**src/rtl/tof_range_poller.sv**
```systemverilog
// tof_range_poller
// Sequencer and consumer for the I2C register-read block. Periodically kicks
// off a 2-byte read of the range result register, waits for done or failure,
// pops both bytes from the read block's FIFO, assembles a big-endian range and
// strobes it out. Failed transactions bump a saturating error counter.
//
// Build option:
//   TOF_RANGE_FILTER_EN  when defined, each published range is the mean of the
//                        last four good samples (history starts zeroed).
module tof_range_poller #(
  parameter int unsigned POLL_CYCLES     = 810000,
  parameter int unsigned WATCHDOG_CYCLES = 270000,
  parameter logic [6:0]  DEV_ADDR        = 7'h29,
  parameter logic [7:0]  RANGE_REG       = 8'h1E
) (
  input  logic        clk,
  input  logic        reset,
  input  logic        enable,
  output logic        rd_start,
  output logic [6:0]  rd_dev_address,
  output logic [7:0]  rd_reg_address,
  output logic [3:0]  rd_byte_width,
  input  logic        rd_done,
  input  logic        rd_message_failure,
  input  logic [7:0]  fifo_data,
  input  logic        fifo_empty,
  input  logic        fifo_read_valid,
  output logic        fifo_read_en,
  output logic [15:0] range_mm,
  output logic        range_valid,
  output logic [7:0]  err_count,
  output logic        busy
);

  localparam int POLL_W = (POLL_CYCLES > 1) ? $clog2(POLL_CYCLES) : 1;
  localparam int WD_W   = (WATCHDOG_CYCLES > 1) ? $clog2(WATCHDOG_CYCLES) : 1;
  localparam logic [POLL_W-1:0] POLL_RELOAD = POLL_W'(POLL_CYCLES - 1);
  localparam logic [WD_W-1:0]   WD_RELOAD   = WD_W'(WATCHDOG_CYCLES - 1);

  typedef enum logic [3:0] {
    IDLE,
    START,
    WAIT_DONE,
    POP_HI,
    WAIT_HI,
    POP_LO,
    WAIT_LO,
    PUBLISH,
    ERROR
  } state_t;

  state_t            state;
  logic [POLL_W-1:0] poll_cnt;
  logic [WD_W-1:0]   wd_cnt;
  logic [1:0]        valid_timer;
  logic [7:0]        hi_byte;
  logic              rd_done_q;
  logic              rd_fail_q;
  logic              done_rise;
  logic              fail_rise;
  logic              publish_go;
  logic [15:0]       sample_new;
  logic [15:0]       publish_value;

  // Transaction parameters never change; the read block samples them on start.
  assign rd_dev_address = DEV_ADDR;
  assign rd_reg_address = RANGE_REG;
  assign rd_byte_width  = 4'd2;

  // Edge-detect the read block's level-type status flags.
  always_ff @(posedge clk) begin
    if (reset) begin
      rd_done_q <= 1'b0;
      rd_fail_q <= 1'b0;
    end else begin
      rd_done_q <= rd_done;
      rd_fail_q <= rd_message_failure;
    end
  end

  // Rising edges of done/failure plus the publish condition and raw sample.
  always_comb begin
    // NOTE: every always_comb output is given a value on every path (here
    // unconditionally) so no latch can be inferred.
    done_rise  = rd_done & ~rd_done_q;
    fail_rise  = rd_message_failure & ~rd_fail_q;
    publish_go = (state == WAIT_LO) && fifo_read_valid;
    sample_new = {hi_byte, fifo_data};
  end

`ifdef TOF_RANGE_FILTER_EN
  logic [15:0] hist [4];
  logic [17:0] acc;
  logic [17:0] acc_next;

  // Running sum of the four most recent samples: add newest, drop oldest.
  always_comb begin
    acc_next      = acc + 18'(sample_new) - 18'(hist[3]);
    publish_value = acc_next[17:2];
  end

  // History shift register and accumulator, advanced only on good samples.
  always_ff @(posedge clk) begin
    if (reset) begin
      // NOTE: the history is explicitly cleared on reset because the average
      // deliberately folds these zeros in until four samples have arrived.
      for (int i = 0; i < 4; i++) hist[i] <= 16'd0;
      acc <= 18'd0;
    end else if (publish_go) begin
      hist[0] <= sample_new;
      hist[1] <= hist[0];
      hist[2] <= hist[1];
      hist[3] <= hist[2];
      acc     <= acc_next;
    end
  end
`else
  // Unfiltered build: publish the raw assembled sample.
  always_comb begin
    publish_value = sample_new;
  end
`endif

  // Main sequencer: poll timing, transaction tracking, FIFO handshake, outputs.
  always_ff @(posedge clk) begin
    if (reset) begin
      state        <= IDLE;
      rd_start     <= 1'b0;
      fifo_read_en <= 1'b0;
      range_mm     <= 16'd0;
      range_valid  <= 1'b0;
      err_count    <= 8'd0;
      busy         <= 1'b0;
      poll_cnt     <= '0;
      wd_cnt       <= '0;
      valid_timer  <= 2'd0;
      hi_byte      <= 8'd0;
    end else begin
      // NOTE: state is updated with non-blocking assignments so every branch
      // sees the pre-edge values; later assignments below override defaults.
      rd_start     <= 1'b0;
      fifo_read_en <= 1'b0;
      range_valid  <= 1'b0;

      // Poll interval counts down to zero and waits there for IDLE.
      if (poll_cnt != '0) poll_cnt <= poll_cnt - 1'b1;

      case (state)
        IDLE: begin
          if (enable && poll_cnt == '0) begin
            state    <= START;
            rd_start <= 1'b1;
            busy     <= 1'b1;
            poll_cnt <= POLL_RELOAD;
          end
        end

        START: begin
          wd_cnt <= WD_RELOAD;
          state  <= WAIT_DONE;
        end

        WAIT_DONE: begin
          // Failure wins over a coincident done.
          if (fail_rise) begin
            state <= ERROR;
          end else if (done_rise) begin
            state <= POP_HI;
          end else if (wd_cnt == '0) begin
            state <= ERROR;
          end else begin
            wd_cnt <= wd_cnt - 1'b1;
          end
        end

        POP_HI: begin
          if (!fifo_empty) begin
            fifo_read_en <= 1'b1;
            valid_timer  <= 2'd3;
            state        <= WAIT_HI;
          end else begin
            state <= ERROR;
          end
        end

        WAIT_HI: begin
          if (fifo_read_valid) begin
            hi_byte <= fifo_data;
            state   <= POP_LO;
          end else if (valid_timer == 2'd0) begin
            state <= ERROR;
          end else begin
            valid_timer <= valid_timer - 2'd1;
          end
        end

        POP_LO: begin
          if (!fifo_empty) begin
            fifo_read_en <= 1'b1;
            valid_timer  <= 2'd3;
            state        <= WAIT_LO;
          end else begin
            state <= ERROR;
          end
        end

        WAIT_LO: begin
          // Low byte arrives: range and strobe are registered together so
          // range_valid is high during PUBLISH alongside the new range_mm.
          if (publish_go) begin
            range_mm    <= publish_value;
            range_valid <= 1'b1;
            state       <= PUBLISH;
          end else if (valid_timer == 2'd0) begin
            state <= ERROR;
          end else begin
            valid_timer <= valid_timer - 2'd1;
          end
        end

        PUBLISH: begin
          state <= IDLE;
          busy  <= 1'b0;
        end

        ERROR: begin
          if (err_count != 8'hFF) err_count <= err_count + 8'd1;
          state <= IDLE;
          busy  <= 1'b0;
        end

        default: begin
          state <= IDLE;
          busy  <= 1'b0;
        end
      endcase
    end
  end

endmodule

```
**config.mk**
```make
export PLATFORM = sky130hd
export DESIGN_NAME = tof_range_poller
export DESIGN_NICKNAME = d
export VERILOG_FILES = /design/src/rtl/tof_range_poller.sv
export SDC_FILE = /design/constraint.sdc
export NUM_CORES = 1
export LEC_CHECK = 0
export CORE_MARGIN = 2
export CORE_UTILIZATION = 49
export CTS_CLUSTER_SIZE = 24
export DETAILED_ROUTE_END_ITERATION = 6
export GPL_TIMING_DRIVEN = 1
export PLACE_DENSITY_LB_ADDON = 0.08
export SKIP_CTS_REPAIR_TIMING = 1
export SYNTH_ARGS = -nofsm -noshare
export SYNTH_HDL_FRONTEND = slang
export SYNTH_SLANG_ARGS = --single-unit
```
**constraint.sdc**
```tcl
create_clock -name clk -period 2 [get_ports clk]
set_input_delay 0.4 -clock clk [delete_from_list [all_inputs] [get_ports clk]]
set_output_delay 0.4 -clock clk [all_outputs]
set_load 0.02 [all_outputs]
```
==> impl_metrics.yaml, run 1 <==
run_status:
  status: "complete, but fails checks"
  violations: "setup timing"
power_and_ir_drop:
  p_seq_frac: 0.242
  pwr-share-comb: 0.637
  p_leak_nw: 2.04
  pwr_density_cell_nw_per_um2: 1760
  sw_frac_of_total: 0.437
  clkPwrFrac: 0.121
  p_total_mw: 9.47
  power.switching_mw: 4.14
  peakVddDrop_mv: 1.05
  p_int_mw: 5.33
global_routing:
  track_usage: 0.216
  grt_overflow: 0
  grt_max_degree: 37
  antenna_found_initial: 0
  grt_pass1_wl_um: 15600
  grt_pass1_vias: 3431
worst_setup_path:
  cp-start-kind: "flop"
  worstSetupPathType: "reg2reg"
  crit_fanout: 6
  slowest_delay_ps: 530
  crit_chain: "or4_4 -> or4_4 -> o21a_4 -> buf_12 -> a31oi_4 -> nor4b_4"
  cp-end-kind: "flop"
  cp_common_cell: "or4_4"
  slowest_stage: "or4_4"
  crit_arrival_ps: 2420
  required_ps: 2260
clock_tree:
  root_buffer: "clkbuf_8"
  cts_tree: "yes"
  clk_latency_ps: 350
  path_clk_slew_ps: 90
  cts.path.max_buffers: 2
  h-tree-depth: 3
  numCtsBuffers: 9
  cts.sinks: 83
final_layout:
  syn_to_final_growth_pct: 33.7
  multi_input_area_sq_um: 2340
  final_area_sq_um: 5390
  final.fill_count: 702
  final_nets: 595
  final_cells: 684
  final_layout_size_suffix_gt1_frac: 0.238
  regArea_sq_um: 1670
  antenna_cells: 0
floorplanning:
  core_area_sq_um: 8090
  fp.dieH_um: 94.7
  die_area_sq_um: 8960
  start_util: 0.498
  rows: 33
  ios: 62
  fp.dieW_um: 94.7
timing:
  period_needed_ps: 2160
  rsz0062_at_grt: "yes"
  slew_headroom: 0.575
  hold_viol: 0
  max_slew.worst_pin.slew_ps: 632
  drv_slew: 0
  fmax_mhz: 463
  finalClockSkew_ps: 9.61
  period_share: 1.08
  setup-tns-final_ps: -1420
  setup_viol: 20
  fin_ws_ps: -160
yosys:
  synth_top_cell_by_area: "dfxtp_1"
  synth_area_sq_um: 4030
  synth_commonest_cells: "83 x dfxtp_1, 58 x nor2_1, 41 x nand2_1"
  synth_top_flop_cell: "dfxtp_1"
  ys_ff_latch: 83
  syn_area_per_cell_sq_um: 8.45
  synth_cells: 477
  synthMostInstantiatedCell: "dfxtp_1"
  synth_edf_count: 0
  synth-seq-area-share: 0.412
  synth_top_area_share: 0.412
  synth_area_leaders: "dfxtp_1 41%, nor2_1 5.4%, xor2_1 4.6%"
  async_flop_share: 0
  netlist-cell-type-count: 54
  ys_warn_count: 0
placed_design:
  dp.cells: 661
  dp_hpwl_um: 6590
  placed_area_sq_um: 4950
  portBuffers: 42
  preCtsSetupSlack_ps: -268
  place_congestion: 0.866
routing:
  ant_nets: 0
  wl_per_cell_um: 13.6
  num_vias: 3578
  drc: 0
  drt-pass1-iter-count: 4
  drt-total-wl_um: 9270
  drt_iter0_markers: 127
  via_per_inst: 5.23
hold_path:
  hp-class: "in2reg"
run:
  maxCapViolCount: 0
layout make-up:
cell class,instances,area share
Multi-Input combinational cell,353,0.435
Sequential cell,83,0.309
Timing Repair Buffer,113,0.188
Tap cell,105,0.0244
Clock buffer,9,0.0230
Clock inverter,7,0.0109
Inverter,14,0.00976
through the flow:
stage | util | hold WS, ps
after floorplan | - | 431
after global placement | 0.612 | 442
after detailed placement | 0.612 | 448
after CTS | 0.634 | 357
after global routing | 0.665 | 382
final | 0.665 | 387
logic make-up after synthesis:
group | Yosys count | synth area share
other | 2 | 0.00186
adder cells (fa/ha/maj) | 6 | 0.0186
multiplexers | 12 | 0.0307
AND/OR/NAND/NOR | 207 | 0.272
flip-flops | 83 | 0.412
XOR/XNOR | 27 | 0.0587
buffers and inverters | 58 | 0.0748
AO/OA/AOI/OAI | 82 | 0.130
worst max-delay path, delay by kind of cell, from the launching register on:
family | cells | cell delay [ps]
and+or+nand+nor | 3 | 1230
AOI/OAI and AO/OA | 2 | 370
DFF | 1 | 330
buffers and inverters | 1 | 130
worst paths after layout:
| kind | to | slack [ps] | startpoint | cells after the start |
|---|---|---|---|---|
| max | state[0] | -160 | wd_cnt[16] | 6 |
| min | wd_cnt[0] | 390 | reset | 2 |
| max reg2reg | state[0] | -160 | wd_cnt[16] | 6 |
| min reg2reg | range_mm[15] | 460 | range_mm[15] | 2 |
sequential cells by signal (all words and copies together) (netlist names):
register      cells
busy              1
err_count         8
fifo_read_en      1
hi_byte           8
poll_cnt         20
range_mm         16
range_valid       1
rd_done_q         1
rd_fail_q         1
rd_start          1
state             4
valid_timer       2
wd_cnt           19
layer usage:
layer / up-vias / track usage / wire, um
met5: - / 0 / 0
met4: 0 / 0.0604 / 109
met3: 6 / 0.0463 / 284
met2: 60 / 0.348 / 4460
met1: 1673 / 0.293 / 4410
li1: 1839 / - / -
power groups by stage:
stage | sequential, mW | clock (mW) | combinational, mW
after floorplan | 2.37 | 0 | 3.45
after global placement | 2.30 | 0 | 5.14
after detailed placement | 2.31 | 0 | 5.23
after CTS | 2.28 | 1.18 | 5.25
after global routing | 2.34 | 1.25 | 6.59
final | 2.29 | 1.15 | 6.03
cells in the final DEF, fill, tap and decap left out, types with 6 or more instances in the layout:
cell / synthesis / routed
dfxtp_1: 83 / 80
buf_4: 19 / 63
nor2_1: 58 / 56
nand2_1: 41 / 41
clkdlybuf4s50_1: 0 / 41
a21oi_1: 36 / 36
xor2_1: 21 / 21
conb_1: 2 / 19
nor3_1: 20 / 18
inv_1: 14 / 14
nand3_1: 14 / 12
nand4_1: 10 / 10
nand2b_1: 10 / 10
mux2i_1: 9 / 9
clkbuf_8: 0 / 9
or4_4: 3 / 6
or3_1: 6 / 6
xnor2_1: 6 / 6
nor2b_1: 6 / 6
ha_1: 6 / 6
No activity file was read; power rests on OpenSTA's default activity.
==> inputs of run 2 (changes only) <==
CORE_UTILIZATION = 50   (was 49)
CTS_BUF_LIST = sky130_fd_sc_hd__clkbuf_8   (was unset)
==> impl_metrics.yaml, run 2 (synthesis results as in run 1) <==
worst_setup_path:
  crit_chain: "or4_4 -> or4_4 -> o21a_4 -> buf_6 -> a31oi_4 -> nor4b_4"
  crit_family: "simple AND/OR/NAND/NOR gates"
  ff2ff_path_depth: 6
  cp-end-kind: "flop"
  worstSetupPathType: "reg2reg"
  critical_path_buf_inv_count: 1
  required_ps: 2270
  slowest_delay_ps: 540
  cp-start-kind: "flop"
  cp_num_cells: 6
  slowest_stage: "or4_4"
  crit_arrival_ps: 2410
  cp_common_cell: "or4_4"
  rrSetupSlack_ps: -130
  crit_fanout: 4
clock_tree:
  cts_tree: "yes"
  path_clk_slew_ps: 90
  cts.sinks: 83
  cts.path.max_buffers: 2
  h-tree-depth: 3
  numCtsBuffers: 9
  root_buffer: "clkbuf_8"
  clk_latency_ps: 360
power_and_ir_drop:
  pwr_density_cell_nw_per_um2: 1760
  p_total_mw: 9.36
  peakVddDrop_mv: 1.09
  p_leak_nw: 2.03
run_status:
  status: "complete, but fails checks"
  violations: "setup timing"
routing:
  drt-total-wl_um: 8940
  wl_per_cell_um: 13.3
  wl_met2_um: 4370
  dr.max_layer_used: "met4"
  num_vias: 3560
  drc: 0
  drt-pass1-iter-count: 4
  wl_met1_um: 4190
  wl_met3_um: 281
  drt_iter0_markers: 107
  via_per_inst: 5.28
  ant_nets: 0
final_layout:
  final_area_sq_um: 5330
  final_layout_size_suffix_gt1_frac: 0.233
  syn_to_final_growth_pct: 32.3
  final.fill_count: 651
  layout_commonest_cell: "dfxtp_1"
  final_util: 0.686
  largest_reg_flops: 20
  regMostFlops: "poll_cnt"
  antenna_cells: 0
  final_nets: 588
  layout_common_cells: "79 x dfxtp_1, 61 x buf_4, 56 x nor2_1"
  final_cells: 674
  reg.largest.list: "poll_cnt x20, wd_cnt x19, range_mm x16"
global_routing:
  grt_pass1_wl_um: 15100
  antenna_found_initial: 0
  grt_overflow: 0
  track_usage: 0.213
  grt_max_degree: 35
  grt_pass1_vias: 3337
placed_design:
  portBuffers: 42
  dp_hpwl_um: 6540
  placed_area_sq_um: 4940
  place_congestion: 0.833
  dp.cells: 657
floorplanning:
  core_area_sq_um: 7770
  ios: 62
  start_util: 0.519
  fp.dieW_um: 93.8
  fp.dieH_um: 93.8
  rows: 32
  die_area_sq_um: 8790
timing:
  whs_ps: 372
  hold_viol: 0
  slew_headroom: 0.633
  setup_viol: 22
  fmax_mhz: 469
  rsz0062_at_grt: "yes"
  period_share: 1.07
  drv_slew: 0
  fin_ws_ps: -132
  max_slew.worst_pin.slew_ps: 545
  period_needed_ps: 2130
  finalClockSkew_ps: 14.6
hold_path:
  hp-class: "in2reg"
  hold_depth: 2
run:
  maxCapViolCount: 0
==> run 2: layout make-up <==
cell class | count | area, sq um | share of cell area
Clock buffer | 10 | 138 | 0.0258
Sequential cell | 83 | 1670 | 0.313
Multi-Input combinational cell | 353 | 2300 | 0.432
Timing Repair Buffer | 106 | 925 | 0.173
Tap cell | 102 | 128 | 0.0239
Clock inverter | 6 | 120 | 0.0225
Inverter | 14 | 52.6 | 0.00986
==> run 2: final timing paths <==
path                  end       start
max              state[0]  wd_cnt[16]
min reg2reg  range_mm[11]  hi_byte[3]
min          poll_cnt[18]       reset
max reg2reg      state[0]  wd_cnt[16]
==> run 2: worst register-to-register path, cell delays in order, from the launching register on <==
cell	delay [ps]
dfxtp_2	340
or4_4	540
or4_4	480
o21a_4	230
buf_6	130
a31oi_4	140
nor4b_4	200
==> run 2: report_power, final <==
| group | switching [mW] | leakage (nW) | internal (mW) | total (mW) |
|---|---|---|---|---|
| Clock | 0.641 | 0.127 | 0.881 | 1.52 |
| Combinational | 2.89 | 1.22 | 2.63 | 5.53 |
| Sequential | 0.277 | 0.674 | 2.03 | 2.31 |
==> run 2: metal layers <==
metal  vias to the layer above  GRT usage
met1                      1672      0.271
met3                        12     0.0514
met5                         -          0
met2                        65      0.357
li1                       1811          -
met4                         0     0.0676
==> run 2: per-stage QoR <==
stage               setup WS, ps  setup TNS [ps]
floorplan                  -57.0            -128
global placement            -203           -1980
detailed placement          -249           -3110
CTS                         -233           -2410
global route                -187           -3150
finish                      -132           -1410
